**src/rtl/hsv_core_commit_flush.sv**
```systemverilog
// hsv_core_commit_flush
//   Commit-side endpoint: retires commit beats as register-file writebacks,
//   counts retired instructions, and on a committed jump runs the
//   flush_req/flush_ack handshake with all execution units before handing
//   the new PC to fetch.
// Ports:
//   clk_core, rst_core_n        clock, async active-low reset
//   commit_data, valid_i/ready_o result beat handshake
//   flush_req / flush_ack       flush broadcast / per-unit acknowledge
//   rf_we, rf_waddr, rf_wdata   register-file write port
//   redirect_valid/_pc/_ready   new fetch PC handshake
//   instret                     64-bit retired-instruction count

package hsv_core_pkg;

    typedef struct packed {
        logic [31:0] pc;
        logic [31:0] next_pc;
        logic        jump;
        logic        writeback;
        logic [4:0]  rd;
        logic [31:0] rd_value;
    } commit_data_t;

    localparam int unsigned COMMIT_DATA_W = $bits(commit_data_t);

endpackage

module hsv_core_commit_flush #(
    parameter int unsigned N_UNITS = 4
) (
    input  logic                                   clk_core,
    input  logic                                   rst_core_n,
    input  logic [hsv_core_pkg::COMMIT_DATA_W-1:0] commit_data,
    input  logic                                   valid_i,
    output logic                                   ready_o,
    output logic                                   flush_req,
    input  logic [N_UNITS-1:0]                     flush_ack,
    output logic                                   rf_we,
    output logic [4:0]                             rf_waddr,
    output logic [31:0]                            rf_wdata,
    output logic                                   redirect_valid,
    output logic [31:0]                            redirect_pc,
    input  logic                                   redirect_ready,
    output logic [63:0]                            instret
);

    localparam logic [1:0] RUN      = 2'd0;
    localparam logic [1:0] FLUSH    = 2'd1;
    localparam logic [1:0] DRAIN    = 2'd2;
    localparam logic [1:0] REDIRECT = 2'd3;

    hsv_core_pkg::commit_data_t beat;
    assign beat = hsv_core_pkg::commit_data_t'(commit_data);

    // The retiring PC is carried on the bus but not needed for retirement.
    logic unused_pc_c;
    assign unused_pc_c = ^beat.pc;

    logic [1:0]         state_q, state_d;
    logic               ready_q, ready_d;
    logic               flush_req_q, flush_req_d;
    logic [N_UNITS-1:0] ack_seen_q, ack_seen_d;
    logic               rf_we_q, rf_we_d;
    logic [4:0]         rf_waddr_q, rf_waddr_d;
    logic [31:0]        rf_wdata_q, rf_wdata_d;
    logic               redirect_valid_q, redirect_valid_d;
    logic [31:0]        redirect_pc_q, redirect_pc_d;
    logic [63:0]        instret_q, instret_d;
    logic               accept_c;

    assign accept_c = valid_i & ready_q;

    // Next-state and registered-output logic
    always_comb begin
        state_d       = state_q;
        ack_seen_d    = ack_seen_q;
        rf_we_d       = 1'b0;
        rf_waddr_d    = rf_waddr_q;
        rf_wdata_d    = rf_wdata_q;
        redirect_pc_d = redirect_pc_q;
        instret_d     = instret_q;

        case (state_q)
            RUN: begin
                if (accept_c && beat.jump) begin
                    state_d       = FLUSH;
                    redirect_pc_d = beat.next_pc;
                end
            end
            FLUSH: begin
                // Units may ack in different cycles; remember every bit seen.
                ack_seen_d = ack_seen_q | flush_ack;
                if (&(ack_seen_q | flush_ack)) begin
                    state_d = DRAIN;
                end
            end
            DRAIN: begin
                // Wait for acks to fall so they cannot satisfy the next flush.
                if (flush_ack == '0) begin
                    ack_seen_d = '0;
                    state_d    = REDIRECT;
                end
            end
            REDIRECT: begin
                if (redirect_ready) begin
                    state_d = RUN;
                end
            end
            default: state_d = RUN;
        endcase

        if (accept_c) begin
            instret_d = instret_q + 64'd1;
            if (beat.writeback && (beat.rd != 5'd0)) begin
                rf_we_d    = 1'b1;
                rf_waddr_d = beat.rd;
                rf_wdata_d = beat.rd_value;
            end
        end

        // ready rises one cycle after RUN is re-entered and drops on a jump.
        ready_d          = (state_q == RUN) && (state_d == RUN);
        flush_req_d      = (state_d == FLUSH);
        redirect_valid_d = (state_d == REDIRECT);
    end

    // State and output registers
    always_ff @(posedge clk_core or negedge rst_core_n) begin
        if (!rst_core_n) begin
            state_q          <= RUN;
            ready_q          <= 1'b0;
            flush_req_q      <= 1'b0;
            ack_seen_q       <= '0;
            rf_we_q          <= 1'b0;
            rf_waddr_q       <= 5'd0;
            rf_wdata_q       <= 32'd0;
            redirect_valid_q <= 1'b0;
            redirect_pc_q    <= 32'd0;
            instret_q        <= 64'd0;
        end else begin
            state_q          <= state_d;
            ready_q          <= ready_d;
            flush_req_q      <= flush_req_d;
            ack_seen_q       <= ack_seen_d;
            rf_we_q          <= rf_we_d;
            rf_waddr_q       <= rf_waddr_d;
            rf_wdata_q       <= rf_wdata_d;
            redirect_valid_q <= redirect_valid_d;
            redirect_pc_q    <= redirect_pc_d;
            instret_q        <= instret_d;
        end
    end

    assign ready_o        = ready_q;
    assign flush_req      = flush_req_q;
    assign rf_we          = rf_we_q;
    assign rf_waddr       = rf_waddr_q;
    assign rf_wdata       = rf_wdata_q;
    assign redirect_valid = redirect_valid_q;
    assign redirect_pc    = redirect_pc_q;
    assign instret        = instret_q;

endmodule

```
**config.mk**
```make
export PLATFORM = sky130hd
export DESIGN_NAME = hsv_core_commit_flush
export DESIGN_NICKNAME = d
export VERILOG_FILES = /design/src/rtl/hsv_core_commit_flush.sv
export SDC_FILE = /design/constraint.sdc
export NUM_CORES = 1
export LEC_CHECK = 0
export CAP_MARGIN = 40
export CELL_PAD_IN_SITES_DETAIL_PLACEMENT = 1
export CELL_PAD_IN_SITES_GLOBAL_PLACEMENT = 1
export CORE_MARGIN = 1
export CORE_UTILIZATION = 29
export DETAILED_ROUTE_END_ITERATION = 6
export GPL_ROUTABILITY_DRIVEN = 0
export PLACE_DENSITY = 0.83
export SLEW_MARGIN = 30
export SYNTH_ARGS = -nofsm -noshare
export SYNTH_HDL_FRONTEND = slang
export SYNTH_SLANG_ARGS = --single-unit
```
**constraint.sdc**
```tcl
create_clock -name clk_core -period 1.86 [get_ports clk_core]
set_clock_uncertainty 0.05 [all_clocks]
set_input_delay 0.279 -clock clk_core [delete_from_list [all_inputs] [get_ports clk_core]]
set_output_delay 0.279 -clock clk_core [all_outputs]
set_load 0.1 [all_outputs]
```
; ---- Word-level counts from Yosys, hierarchy flattened
; Cells that the tools add are included.
[word_totals]
regBits = 143
in_bits = 111
out_inout_bits = 137
wordCells = 40
[op_classes]
addsub = 1
eq_ne = 6
muxes = 9
bitwise = 2
n_reduce_logical = 12
[ops]
columns = operator, n
row1 = $add 64x1->64 const B, 1
row2 = $mux 2, 4
row3 = $pmux 2 s4, 1
row4 = $pmux 4 s2, 1
row5 = $eq 2x2->1 const B, 3
row6 = $reduce_and 2->1, 3
row7 = $reduce_bool 5->1, 1
row8 = $eq 2x1->1 const B, 2
row9 = $logic_not 2->1, 2
row10 = $logic_not 4->1, 1
row11 = $mux 4, 1
row12 = $or 4x4->4, 1
row13 = $reduce_and 4->1, 1
row14 = $logic_and 1x1->1, 3
row15 = $mux 1, 2
row16 = $ne 2x2->1 const B, 1
row17 = $reduce_bool 2->1, 1
row18 = $and 1x1->1, 1

; ---- Longest topological paths before layout
[depth]
word_depth = 6
ltp_mapped = 7
mapped_depth_nobuf = 6

; ---- Least setup slack after synthesis
; No wires, ideal clock.
[synth_timing]
path_kind = reg-to-reg
from = register instret_q[0] (netlist: instret[0])
to = register instret_q[32] (netlist: instret[32])
setup_ns = 0.158
t_arrival_ns = 2.597
t_required_ns = 1.652
path_slack_ns = -0.946
path_stages_with_launch = 8
path_buffers = 1
period_less_slack_ns = 2.806
cell_sequence = dfrtp_1 ha_1 nand3_1 or2_2 clkbuf_1 nor4_2 nand4_1 xnor2_1
[synth_via]
elab_chain_len = 1
[synth_rtl]
columns = item, line_no
row1 = "start, declared", 69  ; logic [63:0] instret_q, instret_d;
row2 = "start signal, assigned", 151  ; instret_q <= instret_d;
row3 = $add 64x1->64, 114  ; instret_d = instret_q + 64'd1;
; Every way passes these cells.
; A chain may end at the register's enable or synchronous reset.

; ---- Worst setup path in the final report
[layout_timing]
from = register instret_q[18] (netlist: instret[18])
to = register instret_q[43] (netlist: instret[43])
; The elaborated chain is that of the path after synthesis.

==> impl_metrics.py <==
metrics = {
    "power_and_ir_drop": {
        "power.density_mw_per_mm2": 1583,
        "total_power_w": 0.01743,
        "max-vdd-ir-drop_uv": 1324,
        "p_leak_nw": 5.223,
    },
    "placed_design": {
        "dpl.cell_count": 1088,
        "io_buffer_count": 215,
        "dpl.hpwl_um": 15020,
    },
    "floorplan": {
        "ios": 248,
        "core.rowCount": 51,
        "dieArea_mm2": 0.02101,
        "core_mm2": 0.01972,
        "initial_core_util_pct": 30.05,
        "die_h_um": 144.9,
        "die_x_um": 144.9,
    },
    "routing": {
        "drt_wl_total_um": 22680,
        "postRouteAntennaNets": 0,
        "drt_iter0_drc": 178,
        "drc": 0,
        "wire_per_inst_um": 19.86,
        "vias": 5458,
        "dr.pass1.iters": 4,
        "viasPerCell": 4.779,
    },
    "worst_setup_path": {
        "worstSetupPathType": "reg -> reg",
        "max_stage_delay_ps": 400,
        "crit_buf_inv": 3,
        "crit_chain": "nand4_1 > buf_4 > nor4_4 > nand3_1 > buf_6 > buf_6 > nor4_4 > xor2_1",
        "cp_max_fo": 10,
        "cp-end-kind": "flip-flop",
        "cp_slowest_cell": "dfrtp_4",
        "crit_required_ps": 2150,
        "cp_data_arrival_time_ps": 2310,
        "cp_top_family": "simple AND/OR/NAND/NOR gates",
        "start_kind": "flip-flop",
    },
    "cts": {
        "clockBufferDepth": 2,
        "htreeDepth": 4,
        "cts_buffers": 17,
        "root_buffer": "clkbuf_16",
        "path_clk_slew_ps": 70,
        "cts_tree": "built",
        "clkSinkCount": 143,
        "clk-insertion-delay-late_ps": 440,
    },
    "timing": {
        "relSlewSlack_pct": 67.72,
        "post-route-period-util_pct": 108.5,
        "fmax_mhz": 495.5,
        "holdWs_ps": 264.0,
        "rsz0062_at_grt": "true",
        "setup_tns_ps": -1654,
        "hold_viol": 0,
        "min_period_ps": 2018,
        "worstMarginPinSlew_ps": 482.4,
        "setup_violations": 27,
        "drv_slew": 0,
        "fin_ws_ps": -158.0,
    },
    "grt": {
        "grt_max_degree": 60,
        "antenna_found_initial": 0,
        "grt_pass1_vias": 6072,
        "grt_pass1_wl_um": 33620,
        "grt_overflow": 0,
        "grt_util_all_layers_pct": 20.59,
    },
    "cells_and_area": {
        "multi_input_area_mm2": 0.002688,
        "final_util_pct": 55.87,
        "drive_gt1_share_pct": 49.14,
        "nNetsFinal": 976,
        "final.fill_count": 1985,
        "regArea_mm2": 0.003760,
        "fin_cells": 1142,
        "antenna_cells": 0,
        "syn2layout_area_growth_pct": 85.92,
    },
    "synthesis": {
        "ys_seq_elements": 143,
        "yosys_warnings": 0,
        "synth_cells": 532,
        "syn_area_per_cell_um2": 11.14,
        "synth_fp_nets": 644,
        "yosysUniqueCellTypes": 37,
        "seq_area_frac_synth_pct": 60.39,
        "synth_area_mm2": 0.005926,
    },
    "run_status": {
        "violations": "setup timing",
        "status": "finished with violations",
    },
    "worst_hold_path": {
        "hp-class": "in -> async",
    },
    "job": {
        "cap_violations": 0,
    },
}
[synthesized netlist by cell type]
master    instances  share of area, %
a21boi_0          1              0.13
a21oi_1           9              0.76
a31oi_1           1              0.11
a32o_1            1              0.17
and2_1            2              0.21
and3_1            5              0.53
and4_1            4              0.59
buf_1             2              0.13
buf_2             4              0.34
clkbuf_1          8              0.51
clkinv_1          1             0.063
dfrtp_1         143                60
ha_1              1              0.21
inv_1             7              0.44
mux2_2           35               6.7
nand2_1         126               8.0
nand3_1          26               2.2
nand3b_1          1              0.13
nand4_1          18               1.9
nand4_4           1              0.36
nor2_1           31               2.0
nor2_2            2              0.21
nor2b_1           1              0.11
nor3_1           15               1.3
nor4_1            9              0.95
nor4_2            3              0.63
nor4_4            1              0.36
o211ai_1          1              0.13
o21ai_0           2              0.17
o22ai_1           1              0.11
o31ai_1           1              0.13
or2_2             2              0.21
or3_4             1              0.19
or4_1             2              0.25
or4b_4            1              0.23
xnor2_1          25               3.7
xor2_1           38               5.6
[logic make-up after synthesis]
logic type | Yosys count | synth area share, %
compound gates | 17 | 1.689
xor+xnor | 63 | 9.312
fa+ha+maj | 1 | 0.2111
buf+inv | 22 | 1.478
flops | 143 | 60.39
mux | 35 | 6.651
simple gates | 251 | 20.27
[report_power, final]
part	switching, W	internal, W
clock	0.00147	0.00205
sequential	0.000563	0.00401
combinational	0.00719	0.00216
total	0.00921	0.00822
[what timing repair did]
item                                    in CTS  in global routing
endpoints found under the setup margin      27                 39
hold endpoints to repair                    32                  0
gates resized for setup                     30                 41
pin swaps                                   13                 28
gates cloned                                 0                  0
buffers inserted                             8                 13
hold buffers                                 1                  0
[per-stage QoR]
| stage | instance area [um2] | setup WS (ps) |
|---|---|---|
| floorplan | 6217 | -218.2 |
| global route | 11020 | -274.2 |
| finish | 11020 | -158.0 |
| detailed placement | 9886 | -377.6 |
| CTS | 10700 | -128.0 |
| global placement | 9886 | -268.3 |
[worst register-to-register path: stages, from the launching register on]
cell and delay, ps:
dfrtp_4 400, nand4_1 220, buf_4 220, nor4_4 150, nand3_1 150, buf_6 190, buf_6 150, nor4_4 160
xor2_1 240
[placed cells by master (no fill, tap or decap), types with 7 or more instances in the layout]
cell type and instances:
nor3_4 8, clkdlybuf4s50_1 77, dfrtp_1 86, nand4_1 18
clkbuf_16 17, mux2_2 35, nor2_4 10, nor2_1 20
xnor2_1 20, nand2_1 125, buf_12 74, nand3_2 7
dfrtp_2 13, a21oi_1 9, buf_6 11, buf_4 164
nand3_1 16, dfrtp_4 44, xor2_1 35, nor4_4 8
inv_1 7
[sequential cells by signal (all words and copies together), names as in the netlist]
signal	cells
state_q	2
rf_waddr	5
rf_wdata	32
flush_req	1
rf_we	1
redirect_pc	32
ready_o	1
redirect_valid	1
instret	64
ack_seen_q	4
[cell type report]
type,count,share of cell area [%]
clock buffers,20,4.145
flip-flops and latches,143,34.13
clock inverters,12,1.215
inverters,8,0.2726
well taps,265,3.010
repair buffers,327,32.83
multi-input cells,367,24.40
[final timing paths]
path	startpoint	to	slack [ps]	cells past startpoint
max	instret[18]	instret[43]	-160	8
min	rst_core_n	instret[18]	260	2
max reg2reg	instret[18]	instret[43]	-160	8
min reg2reg	rf_wdata[14]	rf_wdata[14]	430	2
max in group asynchronous	rst_core_n	ready_o	800	3
min in group clk_core	commit_data[26]	rf_wdata[26]	320	3
[layer usage]
layer  track usage, %  wire, um  part of all wire [%]
met2            37.38     12340                    54
met3            5.881      1231                   5.4
met4            8.457       546                   2.4
met5                0         0                     0
met1            22.28      8565                    38
No activity file was read; power rests on OpenSTA's default activity.
